**src/rtl/gcd_job_if.sv**
```systemverilog
// gcd_job_if: job-in, engine start/done and result-out signals of the GCD dispatcher.
// master = dispatcher side, slave = job source / engine / consumer side.
interface gcd_job_if #(
    parameter int WIDTH     = 16,
    parameter int CNT_WIDTH = 8
);
    logic                 in_valid;
    logic                 in_ready;
    logic [WIDTH-1:0]     in_a;
    logic [WIDTH-1:0]     in_b;
    logic                 eng_start;
    logic [WIDTH-1:0]     eng_a;
    logic [WIDTH-1:0]     eng_b;
    logic                 eng_done;
    logic [WIDTH-1:0]     eng_gcd;
    logic                 out_valid;
    logic                 out_ready;
    logic [WIDTH-1:0]     out_gcd;
    logic                 out_err;
    logic                 busy;
    logic [CNT_WIDTH-1:0] job_count;

    modport master (
        input  in_valid, in_a, in_b, eng_done, eng_gcd, out_ready,
        output in_ready, eng_start, eng_a, eng_b, out_valid, out_gcd, out_err, busy, job_count
    );
    modport slave (
        output in_valid, in_a, in_b, eng_done, eng_gcd, out_ready,
        input  in_ready, eng_start, eng_a, eng_b, out_valid, out_gcd, out_err, busy, job_count
    );
endinterface

```
**src/rtl/gcd_job_dispatcher.sv**
```systemverilog
// gcd_job_dispatcher: feeds one job at a time to a GCD engine via start/done and returns the result.
// Define GCD_TIMEOUT_EN to enable the WAIT-state watchdog (out_err on timeout).
module gcd_job_dispatcher #(
    parameter int WIDTH          = 16,
    parameter int CNT_WIDTH      = 8,
    parameter int TIMEOUT_CYCLES = 1024
) (
    input  logic       clk,
    input  logic       rst_n,
    gcd_job_if.master  bus
);
    typedef enum logic [1:0] {IDLE, ISSUE, WAIT, OUT} state_t;

    state_t state, state_nxt;
    logic   in_hs, out_hs, zero_op, timeout, load;

    assign in_hs   = state == IDLE && bus.in_valid;
    assign out_hs  = state == OUT && bus.out_ready;
    assign zero_op = bus.in_a == {WIDTH{1'b0}} || bus.in_b == {WIDTH{1'b0}};
    // Result register is loaded either by the zero-operand bypass or by the end of WAIT
    assign load    = (in_hs && zero_op) || (state == WAIT && (bus.eng_done || timeout));

    assign bus.in_ready = state == IDLE;
    assign bus.busy     = state != IDLE;

`ifdef GCD_TIMEOUT_EN
    localparam int TW = $clog2(TIMEOUT_CYCLES + 1);
    logic [TW-1:0] wait_cnt;
    assign timeout = state == WAIT && !bus.eng_done && wait_cnt == TW'(TIMEOUT_CYCLES - 1);
    always_ff @(posedge clk or negedge rst_n) begin
        if (!rst_n) begin
            wait_cnt    <= '0;
            bus.out_err <= 1'b0;
        end else begin
            wait_cnt <= state == WAIT ? wait_cnt + 1'b1 : '0;
            if (in_hs || state == WAIT) bus.out_err <= timeout;
        end
    end
`else
    logic unused_timeout;
    assign unused_timeout = |TIMEOUT_CYCLES;
    assign timeout        = 1'b0;
    assign bus.out_err    = 1'b0;
`endif

    always_ff @(posedge clk or negedge rst_n) begin
        if (!rst_n) state <= IDLE;
        else        state <= state_nxt;
    end

    always_comb begin
        state_nxt = state;
        case (state)
            IDLE:    state_nxt = bus.in_valid ? (zero_op ? OUT : ISSUE) : IDLE;
            ISSUE:   state_nxt = WAIT;
            WAIT:    state_nxt = bus.eng_done || timeout ? OUT : WAIT;
            OUT:     state_nxt = bus.out_ready ? IDLE : OUT;
            default: state_nxt = IDLE;
        endcase
    end

    always_ff @(posedge clk or negedge rst_n) begin
        if (!rst_n) begin
            bus.eng_start <= 1'b0;
            bus.eng_a     <= {WIDTH{1'b0}};
            bus.eng_b     <= {WIDTH{1'b0}};
            bus.out_valid <= 1'b0;
            bus.out_gcd   <= {WIDTH{1'b0}};
            bus.job_count <= {CNT_WIDTH{1'b0}};
        end else begin
            bus.eng_start <= in_hs && !zero_op;
            if (in_hs) begin
                bus.eng_a <= bus.in_a;
                bus.eng_b <= bus.in_b;
            end
            if (in_hs && zero_op) bus.out_gcd <= bus.in_a | bus.in_b;
            else if (load)        bus.out_gcd <= timeout ? {WIDTH{1'b0}} : bus.eng_gcd;
            bus.out_valid <= load || (bus.out_valid && !out_hs);
            if (out_hs) bus.job_count <= bus.job_count + CNT_WIDTH'(1);
        end
    end
endmodule

```
**src/flat_wrapper.sv**
```systemverilog
// flat-port wrapper written by rule: the top's interface ports become plain ports
module gcd_job_dispatcher_flat 
#(
    parameter int WIDTH          = 16,
    parameter int CNT_WIDTH      = 8,
    parameter int TIMEOUT_CYCLES = 1024
)
  (clk, rst_n, bus_in_valid, bus_in_a, bus_in_b, bus_eng_done, bus_eng_gcd, bus_out_ready, bus_in_ready, bus_eng_start, bus_eng_a, bus_eng_b, bus_out_valid, bus_out_gcd, bus_out_err, bus_busy, bus_job_count);
  gcd_job_if #(.WIDTH(WIDTH), .CNT_WIDTH(CNT_WIDTH)) bus_i ();
  input  logic clk;
  input  logic rst_n;
  input wire logic [$bits(bus_i.in_valid)-1:0] bus_in_valid;
  input wire logic [$bits(bus_i.in_a)-1:0] bus_in_a;
  input wire logic [$bits(bus_i.in_b)-1:0] bus_in_b;
  input wire logic [$bits(bus_i.eng_done)-1:0] bus_eng_done;
  input wire logic [$bits(bus_i.eng_gcd)-1:0] bus_eng_gcd;
  input wire logic [$bits(bus_i.out_ready)-1:0] bus_out_ready;
  output wire logic [$bits(bus_i.in_ready)-1:0] bus_in_ready;
  output wire logic [$bits(bus_i.eng_start)-1:0] bus_eng_start;
  output wire logic [$bits(bus_i.eng_a)-1:0] bus_eng_a;
  output wire logic [$bits(bus_i.eng_b)-1:0] bus_eng_b;
  output wire logic [$bits(bus_i.out_valid)-1:0] bus_out_valid;
  output wire logic [$bits(bus_i.out_gcd)-1:0] bus_out_gcd;
  output wire logic [$bits(bus_i.out_err)-1:0] bus_out_err;
  output wire logic [$bits(bus_i.busy)-1:0] bus_busy;
  output wire logic [$bits(bus_i.job_count)-1:0] bus_job_count;
  assign bus_i.in_valid = bus_in_valid;
  assign bus_i.in_a = bus_in_a;
  assign bus_i.in_b = bus_in_b;
  assign bus_i.eng_done = bus_eng_done;
  assign bus_i.eng_gcd = bus_eng_gcd;
  assign bus_i.out_ready = bus_out_ready;
  assign bus_in_ready = bus_i.in_ready;
  assign bus_eng_start = bus_i.eng_start;
  assign bus_eng_a = bus_i.eng_a;
  assign bus_eng_b = bus_i.eng_b;
  assign bus_out_valid = bus_i.out_valid;
  assign bus_out_gcd = bus_i.out_gcd;
  assign bus_out_err = bus_i.out_err;
  assign bus_busy = bus_i.busy;
  assign bus_job_count = bus_i.job_count;
  gcd_job_dispatcher #(.WIDTH(WIDTH), .CNT_WIDTH(CNT_WIDTH), .TIMEOUT_CYCLES(TIMEOUT_CYCLES)) u_core (.clk(clk), .rst_n(rst_n), .bus(bus_i));
endmodule
```
**config.mk**
```make
export PLATFORM = sky130hd
export DESIGN_NAME = gcd_job_dispatcher_flat
export DESIGN_NICKNAME = d
export VERILOG_FILES = /design/src/rtl/gcd_job_if.sv /design/src/rtl/gcd_job_dispatcher.sv /design/src/flat_wrapper.sv
export SDC_FILE = /design/constraint.sdc
export NUM_CORES = 1
export LEC_CHECK = 0
export ABC_AREA = 1
export BUFFER_PORTS_ARGS = -buffer_cell sky130_fd_sc_hd__buf_2
export CAP_MARGIN = 25
export CORE_AREA = 2 2 114 83
export DETAILED_ROUTE_END_ITERATION = 12
export DIE_AREA = 0 0 116 85
export GPL_TIMING_DRIVEN = 1
export SYNTH_ARGS = -nofsm -noshare
export SYNTH_HDL_FRONTEND = slang
export SYNTH_SLANG_ARGS = --single-unit
export TNS_END_PERCENT = 1
```
**constraint.sdc**
```tcl
create_clock -name clk -period 1.2 [get_ports clk]
set_input_delay 0.06 -clock clk [delete_from_list [all_inputs] [get_ports clk]]
set_output_delay 0.06 -clock clk [all_outputs]
set_load 0.1 [all_outputs]
```
Word level (Yosys, flattened, before mapping)
Index checks and enable logic that the tools add are counted.
{"block": "word_totals", "out_inout_bits": 61, "ff_bits": 60, "elab_cells": 35, "inputBits": 53}
{"block": "classes", "n_eq_ne": 3, "n_addsub": 1, "mux": 7, "reduce_logical": 16, "n_bitwise": 1}
{"operator": "16-bit zero test", "n": 2}
{"operator": "16-bit two-way mux", "n": 2}
{"operator": "16-bit OR", "n": 1}
{"operator": "8-bit by 1-bit adder with 8-bit output (second input constant)", "n": 1}
{"operator": "2-bit one-hot mux with 4 select lines", "n": 1}
{"operator": "1-bit logical AND", "n": 6}
{"operator": "2-bit two-way mux", "n": 3}
{"operator": "2-bit equality test (second input constant)", "n": 2}
{"operator": "2-bit nonzero test", "n": 2}
{"operator": "1-bit logical OR", "n": 3}
{"operator": "2-bit by 1-bit equality test with 1-bit output (second input constant)", "n": 1}
{"operator": "1-bit zero test", "n": 2}
{"operator": "2-bit zero test", "n": 1}
{"operator": "1-bit two-way mux", "n": 1}

Depth between registers and ports, before layout
Gate-level depths: netlist (run 1).
{"block": "depth", "word_depth": 6, "mapped_depth": 10, "depth_no_buf": 9}

Worst setup path after synthesis (run 1)
OpenSTA, ideal clock, no wires.
{"block": "synth_path", "path_kind": "reg-to-reg", "from": "reg u_core.bus.job_count[0]", "to": "reg u_core.bus.job_count[6]", "t_required_ps": 1042, "path_stages_with_launch": 6, "arrival_ps": 1741, "period_less_slack_ps": 1899, "n_path_buf": 0, "setup_time_ps": 158, "path_slack_ps": -699, "path_cell_list": "dfrtp_1 -> ha_1 -> nand2_1 -> nor2_1 -> nand3_1 -> xnor2_1"}
{"block": "synth_via", "elab_chain_len": 1}
{"item": "start: declaration", "line": "gcd_job_if.sv:25", "rtl": "output in_ready, eng_start, eng_a, eng_b, out_valid, out_gcd, out_err, busy, job_count"}
{"item": "start signal: assignment", "line": "gcd_job_dispatcher.sv:69", "rtl": "bus.job_count <= {CNT_WIDTH{1'b0}};"}
{"item": "start signal: assignment", "line": "gcd_job_dispatcher.sv:79", "rtl": "if (out_hs) bus.job_count <= bus.job_count + CNT_WIDTH'(1);"}
{"item": "8-bit by 1-bit adder with 8-bit output", "line": "gcd_job_dispatcher.sv:79"}
Every way passes these cells.
A chain may end at the register's enable or synchronous reset.

Worst setup path after layout (run 1)
{"block": "layout_path", "from": "reg u_core.state[1]", "to": "out bus_busy"}
{"block": "layout_via", "elab_chain_len": 1}
{"item": "start: declaration", "line": "gcd_job_dispatcher.sv:14", "rtl": "state_t state, state_nxt;"}
{"item": "start signal: assignment", "line": "gcd_job_dispatcher.sv:48", "rtl": "else state <= state_nxt;"}
{"item": "2-bit nonzero test", "line": "gcd_job_dispatcher.sv:24", "rtl": "assign bus.busy = state != IDLE;"}
{"item": "end: declaration", "line": "flat_wrapper.sv:25", "rtl": "output wire logic [$bits(bus_i.busy)-1:0] bus_busy;"}
Every way passes these cells.

==> results of run 1 <==
[metrics by stage]
stage / setup TNS [ps] / cell area (sq um)
final: -1631 / 4383
after CTS: -1154 / 4242
after global routing: -4699 / 4383
after global placement: -1906 / 3811
after floorplan: -24800 / 2833
after detailed placement: -2876 / 3811
[worst min-delay path by stage]
stage | end | from | cells past startpoint
after global routing | u_core.bus.eng_b[2]$_DFFE_PN0P_ | bus_in_b[2] | 3
after detailed placement | u_core.bus.job_count[4]$_DFFE_PN0P_ | rst_n | 2
final | u_core.bus.eng_a[14]$_DFFE_PN0P_ | bus_in_a[14] | 3
after floorplan | u_core.bus.eng_a[0]$_DFFE_PN0P_ | rst_n | 0
after CTS | u_core.bus.eng_b[6]$_DFFE_PN0P_ | bus_in_b[6] | 3
after global placement | u_core.bus.job_count[4]$_DFFE_PN0P_ | rst_n | 2
[logic make-up (layout without fill, tap and decap cells)]
logic type	Yosys count	count (layout)	synth area share (%)
other	1	1	0.1337
adders and majority gates	1	1	0.4460
and+or+nand+nor	165	166	25.16
AOI/OAI and AO/OA	43	43	9.367
buffers and inverters	61	215	9.500
DFF	60	60	53.52
xor gates and xnor gates	6	6	1.873
[synth_stat cells (3+ instances only)]
master	instances
nand4_1	9
nand3_1	29
xnor2_1	4
buf_4	4
nor2_1	47
o21ai_0	29
nand2_1	75
inv_1	45
dfrtp_1	60
clkbuf_1	3
buf_2	6
o21ai_2	12
[what timing repair did]
item | CTS | global route
pin swaps | 9 | 12
hold buffers | 8 | 0
gates resized for setup | 50 | 39
endpoints found under the hold margin | 67 | 0
gates cloned | 0 | 2
buffers inserted | 1 | 0
endpoints found under the setup margin | 52 | 82
[sequential cells by signal, indices dropped and copies added (netlist names)]
| signal | cells |
|---|---|
| u_core.bus.eng_start | 1 |
| u_core.bus.out_gcd | 16 |
| u_core.bus.out_valid | 1 |
| u_core.bus.job_count | 8 |
| u_core.state | 2 |
| u_core.bus.eng_b | 16 |
| u_core.bus.eng_a | 16 |
[routing by layer]
metal	wire length, um	share of wire (%)	global-route usage, %
met5	0	0	0
met1	3761	45	21.25
met2	3750	45	27.11
met4	161	1.9	6.494
met3	639	7.7	6.286
[area by class of cell]
class                           count  share of cell area [%]
Clock buffer                       13                   5.481
Timing Repair Buffer              153                   26.29
Tap cell                          124                   3.540
Inverter                           46                   4.168
Clock inverter                      3                  0.3426
Sequential cell                    60                   34.34
Multi-Input combinational cell    217                   25.84
[worst max-delay path, stage by stage, from the launching register on]
cell and delay (ps):
dfrtp_1 430, nor2_4 140, buf_6 140, inv_4 40
buf_12 150
==> impl_results.md, run 1 <==
- Most used DFF post-synth: dfrtp_1
- Dpl hpwl: 5872 um
- Worst reg-to-reg setup slack: -80 ps
- Reg2reg end: u_core.bus.out_gcd[9]$_DFFE_PN0P_
- GPL Wtd Cong: 0.8540
- GRT Util Overall: 17.06%
- Worst hold path class: in2reg
- Fin. max-slew vios: 0
- Pre-Repair DR Iteration Count: 4
- CP Launch Type: register
- Die Ht: 85 um
- Total length of routed wires: 8312 um
- Mapped Cells: 337
- Area delta synth->final: 56.24%
- Core Box Area: 8781 sq um
- Reg2reg start: u_core.state[1]$_DFF_PN0_
- R2r worst-path depth: 7
- Dpl cells: 589
- Post-synth top area share: 53.52%
- Die width: 116 um
- Seq/Total Area, Yosys: 53.52%
- Largest net degree at the start of global routing: 61
- Vias in the first global route: 2673
- Outcome: finished with violations
- Initial DRC Count: 251
- Max Clk Rate: 0.7784 GHz
- Setup CP Type: reg2out
- Clk sinks: 60
- RSZ-0062 raised after global routing: yes
- Starting density of the core: 31.95%
- Area leader, netlist: dfrtp_1
- Number of nets with antenna violations after routing: 0
- Fin util: 49.91%
- Synthesized flop and latch total: 60
- CP endpoint kind: output pin
- IO Pins: 114
- Worst slack, placed: -154.2 ps
- Commonest non-fill, non-tap cell in the layout: buf_2
- Final period utilization: 107.1%
- CTS H-tree depth: 3
- CTS Buffer Depth: 2
- Syn_nets: 391
- Most frequent cells in the layout: buf_2 (78), nand2_1 (73), dfrtp_1 (57)
- Multi-input logic area: 1132 sq um
- Wire length of the first global-routing pass: 12770 um
- Post-synth cell types: 23
- Mapped Area: 2805 sq um
- Nets: 541
- Failing checks: negative setup slack
- CTS Buf Count: 9
- Register area: 1505 sq um
- Worst Setup SP: u_core.state[1]$_DFF_PN0_
- Avg Inst Size Synth: 8.324 sq um
- # DRC: 0
- Fillers: 872
- # setup viols final: 47
- CTS tree: done
- Clock Latency Late Sink: 330 ps
- Post-synth EDFFs: 0
- Hold slack: 11.54 ps
- Initial antenna violation count: 0
- Clock slew at reported path FFs: 50 ps
- Non-filler cells, final: 616
- CP endpoint: bus_busy
- Vias per Instance: 4.495
- Rows: 29
- Root Driver: clkbuf_16
- Fraction of layout cells with a size suffix above 1: 40.04%
- Setup slack after layout: -84.67 ps
- Async SR Flop Fraction: 100.0%
- Synth warnings: 0
- Final Hold Viols: 0
- I/O Buffers: 112
- GRT overflow: 0
- DR WL/cell: 13.49 um
- Diodes inserted: 0
- Max-capacitance violation count: 0
- Clock skew: 6.309 ps
- Tmin final: 1285 ps
- CP max FO: 3
- Die Area: 9860 sq um
- WP data required: 1140 ps
- Top post-synthesis cells by area: dfrtp_1 (54%), nand2_1 (10%), nor2_1 (6.3%), inv_1 (6.0%), nand3_1 (5.2%)
- Via count: 2769
- Arrival time worst endpoint: 1220 ps
Power of run 1 is not shown: default switching activity piles up to over one toggle a cycle in this logic, so the estimate is an artifact.
==> run 2, diff against run 1 <==
==> constraint.sdc (replaced) <==
create_clock -name clk -period 1 [get_ports clk]
set_input_delay 0.05 -clock clk [delete_from_list [all_inputs] [get_ports clk]]
set_output_delay 0.05 -clock clk [all_outputs]
set_load 0.1 [all_outputs]
==> run 2 against run 1 <==
Compared with the run above: the run ends with negative hold slack, negative setup slack left; sequential share of layout area down 7.0 points; via count up 2.8%; non-clock buffer count up 20; die area did not move; flip-flop and latch count unchanged; global-route usage rose by 1.2 points; worst hold slack worse by 18 ps.
==> impl_results.md, run 2 (synthesis results as in run 1) <==
- Most frequent cells in the layout: nand2_1 (66), buf_12 (65), dfrtp_1 (55)
- GPL Wtd Cong: 0.8686
- Fillers: 709
- Initial antenna violation count: 0
- Area delta synth->final: 96.65%
- # setup viols final: 67
- Commonest non-fill, non-tap cell in the layout: nand2_1
- CP endpoint kind: register
- CTS H-tree depth: 3
- Hold Path End: u_core.bus.eng_b[15]$_DFFE_PN0P_
- Initial DRC Count: 145
- Hold Path Origin: bus_in_b[15]
- Clk sinks: 60
- Vias per Instance: 4.483
- CTS Buffer Depth: 2
- Largest net degree at the start of global routing: 41
- Fin. max-slew vios: 0
- Final Hold Viols: 1
- Via count: 2847
- Root Driver: clkbuf_16
- Failing checks: negative hold slack, negative setup slack
- Outcome: finished with violations
- Fraction of layout cells with a size suffix above 1: 47.55%
- Wire length of the first global-routing pass: 13740 um
- Most Used Layer, Global Route: met2
- Nets: 560
- Worst slack, placed: -342.6 ps
- Final period utilization: 132.1%
- Clock Latency Late Sink: 330 ps
- Die Area: 9860 sq um
- Pre-Repair DR Iteration Count: 4
- I/O Buffers: 112
- GRT overflow: 0
- Vias in the first global route: 2821
- Met1 Use GR: 22.33%
- Register area: 1508 sq um
- Arrival time worst endpoint: 1540 ps
- IO Pins: 114
- Largest regs: u_core.bus.eng_a x16, u_core.bus.eng_b x16, u_core.bus.out_gcd x16
- Tmin final: 1321 ps
- CP max FO: 6
- Diodes inserted: 0
- # DRC: 0
- WP data required: 1220 ps
- Rows: 29
- Hold path depth: 3
- Hold slack: -6.475 ps
- Reg2reg end: u_core.bus.out_gcd[13]$_DFFE_PN0P_
- Die width: 116 um
- DR WL/cell: 14.50 um
- Worst reg-to-reg setup slack: -320 ps
- Core Box Area: 8781 sq um
- Dpl hpwl: 6513 um
- R2r worst-path depth: 7
- Total length of routed wires: 9208 um
- Reg2reg start: u_core.state[0]$_DFF_PN0_
- Setup CP Type: reg2reg
- GRT Util Overall: 18.27%
- CTS Buf Count: 9
- Number of nets with antenna violations after routing: 0
- RSZ-0062 raised after global routing: yes
- Die Ht: 85 um
- CTS tree: done
- GRT met3 Usage: 7.714%
- Fin util: 62.82%
- Clock skew: 5.140 ps
- Starting density of the core: 31.95%
- Worst hold path class: in2reg
- Multi-input logic area: 1202 sq um
- Setup slack after layout: -321.3 ps
- CP Launch Type: register
- Max-capacitance violation count: 0
- Max Clk Rate: 0.7568 GHz
- Clock slew at reported path FFs: 50 ps
- Grt met2 use: 29.72%
## run 2: cell count changes in the layout (fill, tap and decap cells not counted), moves of 5 or more
| cell | before | now |
|---|---|---|
| buf_12 | 12 | 65 |
| buf_2 | 78 | 52 |
| buf_6 | 3 | 15 |
| clkbuf_4 | 22 | 0 |
| nand2_1 | 73 | 66 |
| nand2_2 | 2 | 9 |
| nand3_1 | 26 | 19 |
| nand3_2 | 3 | 10 |
| o21ai_2 | 13 | 18 |
## run 2: how the worst max path moves through the flow
stage	startpoint	to	slack, ps	depth (start not counted)
after global placement	u_core.state[0]$_DFF_PN0_	u_core.bus.out_gcd[14]$_DFFE_PN0P_	-250	7
after CTS	u_core.state[1]$_DFF_PN0_	u_core.bus.eng_a[13]$_DFFE_PN0P_	-310	6
final	u_core.state[0]$_DFF_PN0_	u_core.bus.out_gcd[13]$_DFFE_PN0P_	-320	7
after detailed placement	u_core.state[0]$_DFF_PN0_	u_core.bus.out_gcd[3]$_DFFE_PN0P_	-340	8
after floorplan	u_core.state[0]$_DFF_PN0_	u_core.bus.out_gcd[0]$_DFFE_PN0P_	-680	7
after global routing	u_core.state[0]$_DFF_PN0_	u_core.bus.out_gcd[13]$_DFFE_PN0P_	-390	7
## run 2: cell type report
class / instances / area share, %
Clock inverter: 5 / 1.361
Tap cell: 124 / 2.812
Sequential cell: 60 / 27.33
Multi-Input combinational cell: 216 / 21.80
Timing Repair Buffer: 173 / 39.03
Clock buffer: 11 / 4.400
Inverter: 46 / 3.266
## run 2: critical path: stages (launching register included)
cell and delay [ps]:
dfrtp_2 430, nor2_4 160, nand2_4 130, clkbuf_16 200, nor2_4 100, nand3_2 80
nand2_1 70, nand2_1 40
## run 2: repair_timing
action | 4_1_cts | 5_1_grt
endpoints found under the setup margin | 70 | 78
resized for setup | 26 | 66
gates cloned | 0 | 8
hold buffers | 4 | 0
pin swaps | 5 | 11
buffers inserted | 5 | 1
endpoints found under the hold margin | 63 | 0
## run 2: through the flow
step           cell area [sq um]  hold slack [ps]  TNS, ps  instances
2_1_floorplan               2833           -245.6   -36810        337
3_3_place_gp                4737            57.31   -10330        601
3_5_place_dp                4737            43.30   -13590        601
4_1_cts                     5213            2.460   -14740        626
5_1_grt                     5517            5.470   -20220        635
6_report                    5517           -6.475   -15880        635
## run 2: layer usage
| layer | up-vias | part of all wire [%] |
|---|---|---|
| li1 | 1401 | - |
| met1 | 1323 | 42 |
| met2 | 115 | 47 |
| met3 | 8 | 9.7 |
| met4 | 0 | 0.99 |
| met5 | - | 0 |
Power of run 2 is left out for the same reason.
==> run 3, diff against run 2 <==
--- a/config.mk
+++ b/config.mk
@@ -8,10 +8,11 @@
 export ABC_AREA = 1
 export BUFFER_PORTS_ARGS = -buffer_cell sky130_fd_sc_hd__buf_2
 export CAP_MARGIN = 25
-export CORE_AREA = 2 2 114 83
+export CORE_AREA = 2 2 101 93
 export DETAILED_ROUTE_END_ITERATION = 12
-export DIE_AREA = 0 0 116 85
+export DIE_AREA = 0 0 103 95
 export GPL_TIMING_DRIVEN = 1
+export REMOVE_ABC_BUFFERS = 1
 export SYNTH_ARGS = -nofsm -noshare
 export SYNTH_HDL_FRONTEND = slang
 export SYNTH_SLANG_ARGS = --single-unit
==> run 3 against run 2 <==
Compared with the run above: the run ends with negative setup slack left; cell area decreased by 4.4%; flip-flop and latch count unchanged; clock skew increased by 1.6 ps; first-iteration DRC count decreased by 37%; core utilization decreased by 3.2 points; register-to-register slack improved by 60 ps.
==> impl_results.md, run 3 (synthesis results as in run 1) <==
- Pre-Repair DR Iteration Count: 4
- Clock Latency Late Sink: 320 ps
- Commonest non-fill, non-tap cell in the layout: nand2_1
- WP data required: 950 ps
- Hold Path Origin: bus_in_a[7]
- Worst hold path class: in2reg
- Die width: 103 um
- CTS Buffer Depth: 2
- Wire length of the first global-routing pass: 13810 um
- Fraction of layout cells with a size suffix above 1: 40.23%
- Core Box Area: 8836 sq um
- CP max FO: 3
- Via count: 2825
- # DRC: 0
- GPL Wtd Cong: 0.7752
- IO Pins: 114
- Largest regs: u_core.bus.eng_a x16, u_core.bus.eng_b x16, u_core.bus.out_gcd x16
- Dpl cells: 597
- Fin. max-slew vios: 0
- Outcome: finished with violations
- Clk sinks: 60
- Arrival time worst endpoint: 1220 ps
- Most Used Layer, Global Route: met2
- Clock slew at reported path FFs: 60 ps
- CTS Buf Count: 9
- Nets: 563
- Final period utilization: 126.9%
- Grt met2 use: 31.28%
- RSZ-0062 raised after global routing: yes
- Crit-path cells: nor2_4 > buf_6 > inv_4 > buf_12
- Reg2reg end: u_core.bus.out_gcd[0]$_DFFE_PN0P_
- CP bufs+invs: 3
- GRT Util Overall: 18.43%
- R2r worst-path depth: 8
- Most frequent cells in the layout: nand2_1 (75), buf_12 (70), dfrtp_1 (58)
- Die Ht: 95 um
- Clock skew: 6.772 ps
- Total length of routed wires: 8579 um
- DR WL/cell: 13.53 um
- Max Clk Rate: 0.7881 GHz
- Diodes inserted: 0
- Max incr delay on CP: 410 ps
- Setup slack after layout: -268.8 ps
- # setup viols final: 66
- CP max-delay cell: dfrtp_1
- Initial DRC Count: 92
- CTS tree: done
- Largest net degree at the start of global routing: 61
- CP top delay family: flip-flops
- Initial antenna violation count: 0
- Post-route design area: 5273 sq um
- CTS H-tree depth: 3
- Worst reg-to-reg setup slack: -260 ps
- Hold path depth: 3
- Area delta synth->final: 87.96%
- I/O Buffers: 112
- CP Launch Type: register
- Failing checks: negative setup slack
- Dpl hpwl: 6307 um
- Hold Path End: u_core.bus.eng_a[7]$_DFFE_PN0P_
- Placement Cell Area: 4763 sq um
- Die Area: 9785 sq um
- Starting density of the core: 31.75%
- Vias per Instance: 4.456
- Root Driver: clkbuf_8
- Number of nets with antenna violations after routing: 0
- Setup CP Type: reg2out
- Reg2reg start: u_core.state[1]$_DFF_PN0_
- Rows: 33
- Vias in the first global route: 2844
- Final Hold Viols: 0
- Non-filler cells, final: 634
- GRT overflow: 0
- Tmin final: 1269 ps
- CP endpoint kind: output pin
- Fin util: 59.67%
- Met1 Use GR: 23.02%
- Max-capacitance violation count: 0
- GRT met3 Usage: 5.848%
[run 3: cell types whose count changed in the layout (fill, tap and decap cells not counted), moves of 8 or more]
cell | previous run | this run
nand2_1 | 66 | 75
clkbuf_16 | 13 | 0
nand2_2 | 9 | 0
nand3_2 | 10 | 2
clkbuf_8 | 1 | 10
buf_4 | 30 | 21
dlygate4sd3_1 | 4 | 21
[run 3: stage by stage]
stage | worst slack [ps] | TNS (ps) | hold WS [ps]
global route | -324.0 | -16000 | 15.98
CTS | -295.4 | -11780 | 8.331
floorplan | -1473 | -64350 | -245.6
finish | -268.8 | -11350 | 22.92
global placement | -243.3 | -9460 | 86.88
detailed placement | -295.2 | -12010 | 83.85
[run 3: worst min-delay path, stage by stage]
cell	delay [ps]
buf_2	100
inv_1	70
o21ai_1	80
[run 3: worst max path at each step]
| stage | to | cells after the start | from | slack (ps) |
|---|---|---|---|---|
| 6_report | bus_busy | 4 | u_core.state[1]$_DFF_PN0_ | -270 |
| 5_1_grt | bus_busy | 4 | u_core.state[1]$_DFF_PN0_ | -320 |
| 4_1_cts | bus_busy | 4 | u_core.state[0]$_DFF_PN0_ | -300 |
| 3_5_place_dp | u_core.bus.out_gcd[2]$_DFFE_PN0P_ | 8 | u_core.state[0]$_DFF_PN0_ | -300 |
| 3_3_place_gp | u_core.bus.out_gcd[3]$_DFFE_PN0P_ | 8 | u_core.state[0]$_DFF_PN0_ | -240 |
| 2_1_floorplan | u_core.bus.out_gcd[0]$_DFFE_PN0P_ | 7 | u_core.state[1]$_DFF_PN0_ | -1470 |
[run 3: timing repair]
item / 4_1_cts / 5_1_grt
pin swaps: 2 / 9
resized for setup: 51 / 15
setup buffers: 1 / 1
hold endpoints to repair: 80 / 0
setup endpoints to repair: 76 / 114
hold buffers: 21 / 0
[run 3: layer usage]
metal  share of wire, %  vias up
met1                 43     1328
li1                   -     1400
met3                5.7       11
met4                1.0        0
met2                 51       86
met5                  0        -
[run 3: layout make-up]
cell class / instances / area (sq um)
inverters: 46 / 180.2
multi-input cells: 216 / 1111
repair buffers: 176 / 2168
clock inverters: 3 / 15.01
fillers: 787 / 3563
clock buffers: 11 / 141.4
well taps: 122 / 152.6
flip-flops and latches: 60 / 1504
Power of run 3 is left out for the same reason.
